**src/rtl/counter_arb_ctrl.sv**
```systemverilog
`default_nettype none
// ============================================================================
// Module      : counter_arb_ctrl
// Description : Two-requester round-robin arbiter that owns a shared
//               up/down counter. The winner's direction and step length are
//               latched at grant time. The counter then steps once per RUN
//               cycle for the latched number of steps. A one-cycle done
//               pulse closes the run. Dropping the granted request during
//               RUN aborts the run without a done pulse.
// Ports       : clk         rising-edge clock
//               rst         synchronous active-low reset
//               req[1:0]    per-requester run request
//               dir[1:0]    per-requester direction (1 up, 0 down)
//               len0, len1  per-requester step count
//               gnt[1:0]    one-hot grant (RUN and DONE)
//               done[1:0]   one-cycle completion pulse to the owner
//               busy        state is not IDLE
//               en          count-enable strobe, high in RUN only
//               mod         latched direction of current/last run
//               count       shared counter value
// Revision    : 1.0 - initial release
// ============================================================================
module counter_arb_ctrl #(
    parameter int CNT_W = 3
) (
    input  logic             clk,
    input  logic             rst,
    input  logic [1:0]       req,
    input  logic [1:0]       dir,
    input  logic [CNT_W-1:0] len0,
    input  logic [CNT_W-1:0] len1,
    output logic [1:0]       gnt,
    output logic [1:0]       done,
    output logic             busy,
    output logic             en,
    output logic             mod,
    output logic [CNT_W-1:0] count
);

    typedef enum logic [1:0] {
        ST_IDLE = 2'd0,
        ST_RUN  = 2'd1,
        ST_DONE = 2'd2
    } state_t;

    state_t           state_q, state_d;
    logic             owner_q, owner_d;   // requester index of the current run
    logic             ptr_q,   ptr_d;     // round-robin priority pointer
    logic             mod_q,   mod_d;
    logic [CNT_W-1:0] count_q, count_d;
    logic [CNT_W-1:0] rem_q,   rem_d;     // steps still to take in RUN
    logic [1:0]       gnt_q,   gnt_d;
    logic [1:0]       done_q,  done_d;
    logic             busy_q,  busy_d;
    logic             en_q,    en_d;

    logic             win;
    logic [CNT_W-1:0] win_len;

    always_comb begin
        // Only a contested request consults the pointer.
        win     = (req == 2'b11) ? ptr_q : req[1];
        win_len = win ? len1 : len0;

        state_d = state_q;
        owner_d = owner_q;
        ptr_d   = ptr_q;
        mod_d   = mod_q;
        count_d = count_q;
        rem_d   = rem_q;

        case (state_q)
            ST_IDLE: begin
                if (req != 2'b00) begin
                    owner_d = win;
                    mod_d   = dir[win];
                    rem_d   = win_len;
                    state_d = (win_len != '0) ? ST_RUN : ST_DONE;
                end
            end
            ST_RUN: begin
                if (!req[owner_q]) begin
                    // Abort: counter frozen, no done pulse.
                    state_d = ST_IDLE;
                    ptr_d   = ~owner_q;
                end else begin
                    count_d = mod_q ? count_q + CNT_W'(1) : count_q - CNT_W'(1);
                    rem_d   = rem_q - CNT_W'(1);
                    if (rem_q == CNT_W'(1)) begin
                        state_d = ST_DONE;
                    end
                end
            end
            ST_DONE: begin
                state_d = ST_IDLE;
                ptr_d   = ~owner_q;
            end
            default: begin
                state_d = ST_IDLE;
            end
        endcase

        // Outputs are registered: derive them from the next state.
        busy_d = (state_d != ST_IDLE);
        en_d   = (state_d == ST_RUN);
        gnt_d  = busy_d ? (owner_d ? 2'b10 : 2'b01) : 2'b00;
        done_d = (state_d == ST_DONE) ? gnt_d : 2'b00;
    end

    always_ff @(posedge clk) begin
        if (!rst) begin
            state_q <= ST_IDLE;
            owner_q <= 1'b0;
            ptr_q   <= 1'b0;
            mod_q   <= 1'b0;
            count_q <= '0;
            rem_q   <= '0;
            gnt_q   <= 2'b00;
            done_q  <= 2'b00;
            busy_q  <= 1'b0;
            en_q    <= 1'b0;
        end else begin
            state_q <= state_d;
            owner_q <= owner_d;
            ptr_q   <= ptr_d;
            mod_q   <= mod_d;
            count_q <= count_d;
            rem_q   <= rem_d;
            gnt_q   <= gnt_d;
            done_q  <= done_d;
            busy_q  <= busy_d;
            en_q    <= en_d;
        end
    end

    assign gnt   = gnt_q;
    assign done  = done_q;
    assign busy  = busy_q;
    assign en    = en_q;
    assign mod   = mod_q;
    assign count = count_q;

endmodule
`default_nettype wire
```
**config.mk**
```make
export PLATFORM = sky130hd
export DESIGN_NAME = counter_arb_ctrl
export DESIGN_NICKNAME = d
export VERILOG_FILES = /design/src/rtl/counter_arb_ctrl.sv
export SDC_FILE = /design/constraint.sdc
export NUM_CORES = 1
export LEC_CHECK = 0
export ABC_AREA = 1
export BUFFER_PORTS_ARGS = -buffer_cell sky130_fd_sc_hd__buf_2
export CORE_AREA = 2 2 43 48
export CTS_CLUSTER_SIZE = 25
export DETAILED_ROUTE_END_ITERATION = 7
export DIE_AREA = 0 0 45 50
export PLACE_DENSITY_LB_ADDON = 0.12
export SYNTH_ARGS = -nofsm -noshare
export SYNTH_HDL_FRONTEND = slang
export SYNTH_SLANG_ARGS = --single-unit
```
**constraint.sdc**
```tcl
create_clock -name clk -period 2 [get_ports clk]
set_clock_uncertainty 0.2 [all_clocks]
set_input_delay 0.2 -clock clk [delete_from_list [all_inputs] [get_ports clk]]
set_output_delay 0.2 -clock clk [all_outputs]
set_load 0.01 [all_outputs]
```
==> results of run 1 <==
## final cells by class
cell class,count,area (sq um),area share
multi-input cells,72,410.4,0.4168
flip-flops and latches,17,340.3,0.3456
repair buffers,21,105.1,0.1067
inverters,21,78.83,0.08005
clock buffers,3,22.52,0.02287
well taps,18,22.52,0.02287
clock inverters,1,5.005,0.005083
## power by group through the flow
stage	clock, W	sequential (W)	combinational [W]
after floorplan	0	0.000416	0.000164
after global placement	0	0.000409	0.000232
after detailed placement	0	0.000412	0.000235
after CTS	0.000187	0.000404	0.000236
after global routing	0.000204	0.000408	0.000268
final	0.000184	0.000403	0.000232
## cells in the mapped netlist (all sizes together)
cell type,n,share of area
a21oi,5,0.030
dfxtp,17,0.41
nand3,5,0.030
o211ai,2,0.018
nand2,20,0.11
o21ai,13,0.10
buf,1,0.0090
o22ai,1,0.0075
nor2,17,0.088
or2,2,0.018
nand4,1,0.0075
ha,2,0.030
xnor2,1,0.010
xor2,1,0.010
inv,21,0.094
nand3b,1,0.0090
fa,1,0.024
## worst max-delay path, delay by kind of cell (launching register included)
family	cells	cell delay, ns
adder cells (fa/ha/maj)	1	0.44
flip-flops	1	0.39
AO/OA/AOI/OAI	2	0.17
XOR/XNOR	1	0.14
buffers and inverters	1	0.08
AND/OR/NAND/NOR	1	0.08
## cells by family after synthesis
family / share of synthesized area
DFF: 0.4066
xor gates and xnor gates: 0.02093
adders and majority gates: 0.05381
buffers and inverters: 0.1031
AOI/OAI and AO/OA: 0.1555
and+or+nand+nor: 0.2601
## layout by cell type, fill, tap and decap left out, types with 3 or more instances in the layout
master / n
o21ai_1: 9
buf_2: 21
nand2_1: 16
nand3_1: 5
nor2_1: 15
inv_1: 19
dfxtp_1: 17
a21oi_1: 5
nand2_2: 3
clkbuf_4: 3
## per-layer routing
layer	share of wire	up-vias
met4	0.023	0
met2	0.52	9
met1	0.43	330
li1	-	401
met3	0.024	5
met5	0	-
## state kept, by name, summed over array words and instances, names as in the netlist
register and cells:
en 1, owner_q 1, busy 1, done 2
state_q 2, gnt 2, mod 1, rem_q 3
ptr_q 1, count 3
## worst max-delay path by stage
| stage | to | slack, ns | cells past startpoint |
|---|---|---|---|
| floorplan | count[2] | 0.42 | 6 |
| global placement | count[2] | 0.46 | 6 |
| detailed placement | count[2] | 0.38 | 6 |
| CTS | count[2] | 0.37 | 6 |
| global route | count[2] | 0.30 | 6 |
| finish | count[2] | 0.41 | 6 |
## per-stage QoR
step	std cells	setup slack [ns]	hold WS (ns)
floorplan	111	0.4196	0.2310
global placement	149	0.4604	0.2564
detailed placement	149	0.3844	0.2693
CTS	153	0.3719	0.03651
global route	153	0.2979	0.03954
finish	153	0.4088	0.03343
==> summary.txt, run 1 <==
Pwr
  • Combinational Power Share: 0.284
  • Power per cell area: 832.2 nW/um^2
  • Reg power frac: 0.491
  • Sw power: 0.0002730 W
  • LEAKAGE: roughly 0.52 nW
  • Peak VDD IR: ~0.4 mV
  • Total internal power: around 0.00055 W
  • Pwr Total: ~0.00082 W
  • Clock network fraction of design power: 0.225
  • Switch share: 0.3331

Critical path
  • R2R Setup Slk: about 0.41 ns
  • Worst EP required: 1.99 ns
  • CP Launch Point: mod
  • Startpoint type of the worst setup path: flip-flop
  • RR Startpoint: mod
  • Slowest stage delay, CP: around 0.44 ns
  • Reg2reg end: count[2]
  • Worst path cell trace: inv_1 -> fa_1 -> xnor2_1 -> nand2_1 -> o21ai_1 -> a21oi_1
  • Critical path class: flip-flop to flip-flop
  • Reg2reg path depth: 6
  • Worst setup EP type: flip-flop
  • Crit path max-delay cell type: fa_1
  • CP max FO: 4
  • CP arrival: between 1.5 and 2 ns

Synthesis
  • Mapped Area: 837.1 sq um
  • Mapped Cells: around 110
  • Sequential area share after synthesis: 0.4066
  • #FFs+latches synth: 17
  • Distinct cells, synth: 26
  • Yosys Warn Count: 0
  • Mean Syn Cell Area: 7.541 sq um
  • Mapped Nets: approximately 130

Drt
  • Vias: 745
  • DRT Pass-1 Iters: 4
  • Final Routed Wirelength: between 1500 and 2000 microns
  • Routed Antenna Nets: 0
  • DRT iter0 DRCs: 12
  • WL/cell: about 10 microns
  • Residual DRC: 0
  • Avg Vias per Cell: approximately 5

STA
  • Peak Freq: between 600 and 700 MHz
  • Final setup fails: 0
  • TNS Setup: 0 ns
  • Actual slew at the worst max-slew pin: about 0.27 ns
  • RSZ-0062 raised after global routing: no
  • Fin. max-slew vios: 0
  • Hold Fails Final Rpt: 0
  • Final Critical Period: 1.591 ns
  • Final period util: 0.7956
  • Max_slew headroom: 0.8194

GRT
  • Grt ovf: 0
  • GR Util met2: 0.2952
  • Grt met1 use: 0.1828
  • GRT busiest layer: met2
  • Largest net degree at the start of global routing: 11
  • Initial antenna violation count: 0
  • Met3 Track Usage GR: 0.02198
  • First-pass GRT wire length: between 2000 and 3000 microns
  • GRT Total Usage: 0.1665
  • Vias in the first global route: 695

Min path
  • Worst hold-check path type: primary input to flip-flop
  • Hold EP: count[1]
  • Worst Hold Depth: 3
  • Hold wc startpoint: rst

Clock tree
  • Setup bufs post-CTS: 0
  • Sink Count: 17
  • CTS buffer count: 3
  • CTS tree: built
  • Worst-path clk slew: 0.10 ns
  • CTS hold repair buffers: 0
  • Clock Latency Late Sink: a little under 0.3 ns
  • Post_cts resized: 0
  • Clk root buf: clkbuf_4
  • H-tree levels: 1
  • Max clock buf depth: 2

Final layout
  • Layout Nets: 151
  • Share of layout cells above drive strength 1: 0.2741
  • Area Growth Syn to Fin: 17.64%
  • Layout filler cell count: between 150 and 200
  • Final Core Density: 0.5589
  • Final instance area: approximately 980 sq um
  • Diodes inserted: 0

Flow run
  • Max Cap Viol: 0

Die
  • Core ar.: around 1800 sq um
  • Die Ht: around 50 microns
  • Site Rows: 16
  • Die ar.: between 2000 and 2500 sq um
  • Chip Width: between 40 and 50 microns
  • Ports: 22
  • Initial Utilization: 0.4751

Place
  • Dpl cell area: approximately 960 sq um
  • Final Wtd Congestion: around 0.75
  • Detailed placement HPWL: approximately 1300 microns
  • I/O Buffers: 21

Status
  • Run status: finished, final reports clean
Power figures use the tool's default switching activity.
==> run 2, diff against run 1 <==
==> constraint.sdc (replaced) <==
create_clock -name clk -period 1.5 [get_ports clk]
set_clock_uncertainty 0.2 [all_clocks]
set_input_delay 0.15 -clock clk [delete_from_list [all_inputs] [get_ports clk]]
set_output_delay 0.15 -clock clk [all_outputs]
set_load 0.01 [all_outputs]
==> run 2 against run 1 <==
Die area is the same. Worst setup slack worse by 0.34 ns. Non-clock buffer count increased by 3. Worst hold slack lost 0.0056 ns. Sequential power up 33%. Total power rose by 39%. Sequential share of layout area down 1.3 points. Combinational power is 51% higher. Count of clock-buffer cells in the layout unchanged. Global-route usage increased by 0.085 points. Design area is 6.0% higher.
==> summary.txt, run 2 (synthesized netlist as in run 1, its figures left out) <==
Place
  • Detailed placement HPWL: 1304 microns
  • I/O Buffers: 21
  • Dpl cell area: 970.9 sq um
  • Final Wtd Congestion: between 0.7 and 0.8

GRT
  • Largest net degree at the start of global routing: 11
  • Vias in the first global route: between 700 and 800
  • GRT Total Usage: 0.1674
  • First-pass GRT wire length: between 2000 and 3000 microns
  • Initial antenna violation count: 0
  • Grt ovf: 0

Drt
  • Avg Vias per Cell: between 5 and 6
  • DRT iter0 DRCs: 15
  • Vias: around 800
  • Residual DRC: 0
  • Detail Route met2 WL: between 900 and 1000 microns
  • Routed Antenna Nets: 0
  • Top Layer Used: met4
  • Final Routed Wirelength: around 1700 microns
  • DRT Pass-1 Iters: 4
  • Met3 routed WL: 47 microns
  • WL/cell: ~11 microns
  • Met1 WL: approximately 760 microns

Critical path
  • CP arrival: approximately 1.5 ns
  • CP max FO: 6
  • CP Launch Point: ptr_q
  • RR Startpoint: ptr_q
  • Worst EP required: between 1.5 and 2 ns
  • Critical path class: flip-flop to flip-flop
  • Startpoint type of the worst setup path: flip-flop
  • Worst setup EP type: flip-flop

Final layout
  • Layout Nets: roughly 160
  • Most frequent cells in the layout: buf_2 (21), inv_1 (19), nand2_1 (15), nor2_1 (15), dfxtp_1 (14)
  • Layout filler cell count: between 150 and 200
  • Diodes inserted: 0
  • Share of layout cells above drive strength 1: 0.3309
  • Area Growth Syn to Fin: 24.66%
  • Commonest non-fill, non-tap cell in the layout: buf_2
  • Final instance area: 1044 sq um

Pwr
  • Peak VDD IR: 0.6421 mV
  • Power per cell area: approximately 1100 nW/um^2
  • LEAKAGE: 0.5396 nW
  • Pwr Total: 0.001137 W

Clock tree
  • Setup bufs post-CTS: 0
  • Max clock buf depth: 2
  • Sink Count: 17
  • Clk root buf: clkbuf_4
  • CTS buffer count: 3
  • CTS tree: built
  • Worst-path clk slew: about 0.10 ns
  • Clock Latency Late Sink: approximately 0.30 ns
  • H-tree levels: 1

Die
  • Initial Utilization: 0.4751
  • Chip Width: between 40 and 50 microns
  • Core ar.: approximately 1800 sq um
  • Site Rows: 16
  • Die ar.: between 2000 and 2500 sq um
  • Die Ht: 50 microns
  • Ports: 22

STA
  • Peak Freq: between 700 and 800 MHz
  • Fin. max-slew vios: 0
  • Hold Fails Final Rpt: 0
  • Final period util: 0.9513
  • Max_slew headroom: 0.7900
  • Hold WS: approximately 0.028 ns
  • Final Critical Period: ~1.4 ns
  • RSZ-0062 raised after global routing: yes
  • Final setup fails: 0
  • Actual slew at the worst max-slew pin: ~0.31 ns

Flow run
  • Max Cap Viol: 0

Min path
  • Worst hold-check path type: primary input to flip-flop
  • Hold wc startpoint: dir[1]

Status
  • Run status: finished, final reports clean
-- run 2: what timing repair did --
item,4_1_cts,5_1_grt
gates cloned,0,1
gates resized for setup,0,5
hold endpoints to repair,8,0
endpoints found under the setup margin,1,4
pin swaps,1,3
hold buffers,2,0
-- run 2: worst paths after layout --
kind	cells after the start	slack [ns]	to
setup / recovery	9	0.07	done[1]
hold / removal	5	0.03	mod
hold reg to reg	2	0.29	ptr_q
setup reg to reg	9	0.07	done[1]
-- run 2: layout make-up --
cell class	instances	area, sq um	share of cell area
multi-input combinational	73	435.4	0.4173
sequential	17	346.6	0.3321
timing repair buffer	24	132.6	0.1271
inverter	21	78.83	0.07554
clock buffer	3	22.52	0.02158
tap	18	22.52	0.02158
clock inverter	1	5.005	0.004796
-- run 2: where the power goes --
part,leakage [nW],switching (W),internal (W)
Sequential,0.142,0.0000313,0.000504
Combinational,0.380,0.000205,0.000146
Clock,0.0177,0.000151,0.0000995
Total,0.540,0.000387,0.000750
-- run 2: routing by layer --
layer  track usage  vias up
met3       0.02198        5
met1        0.1987      371
met4       0.07353        0
met2        0.2881       11
li1              -      407
met5             0        -
-- run 2: critical path, cell delays in order (launching register included) --
cell	delay (ns)
dfxtp_1	0.31
inv_1	0.08
nand2_2	0.08
nand2_2	0.13
nand2_1	0.06
nand2_1	0.12
nand4_1	0.12
nand2_1	0.08
nand2_1	0.09
nor2_1	0.10
-- run 2: through the flow --
stage	worst slack (ns)	cells	utilization	TNS (ns)
6_report	0.07299	157	0.5923	0
5_1_grt	-0.01347	157	0.5923	-0.02338
4_1_cts	0.0009650	156	0.5781	0
3_5_place_dp	0.006765	150	0.5511	0
3_3_place_gp	0.05607	150	0.5511	0
2_1_floorplan	0.02979	111	-	0
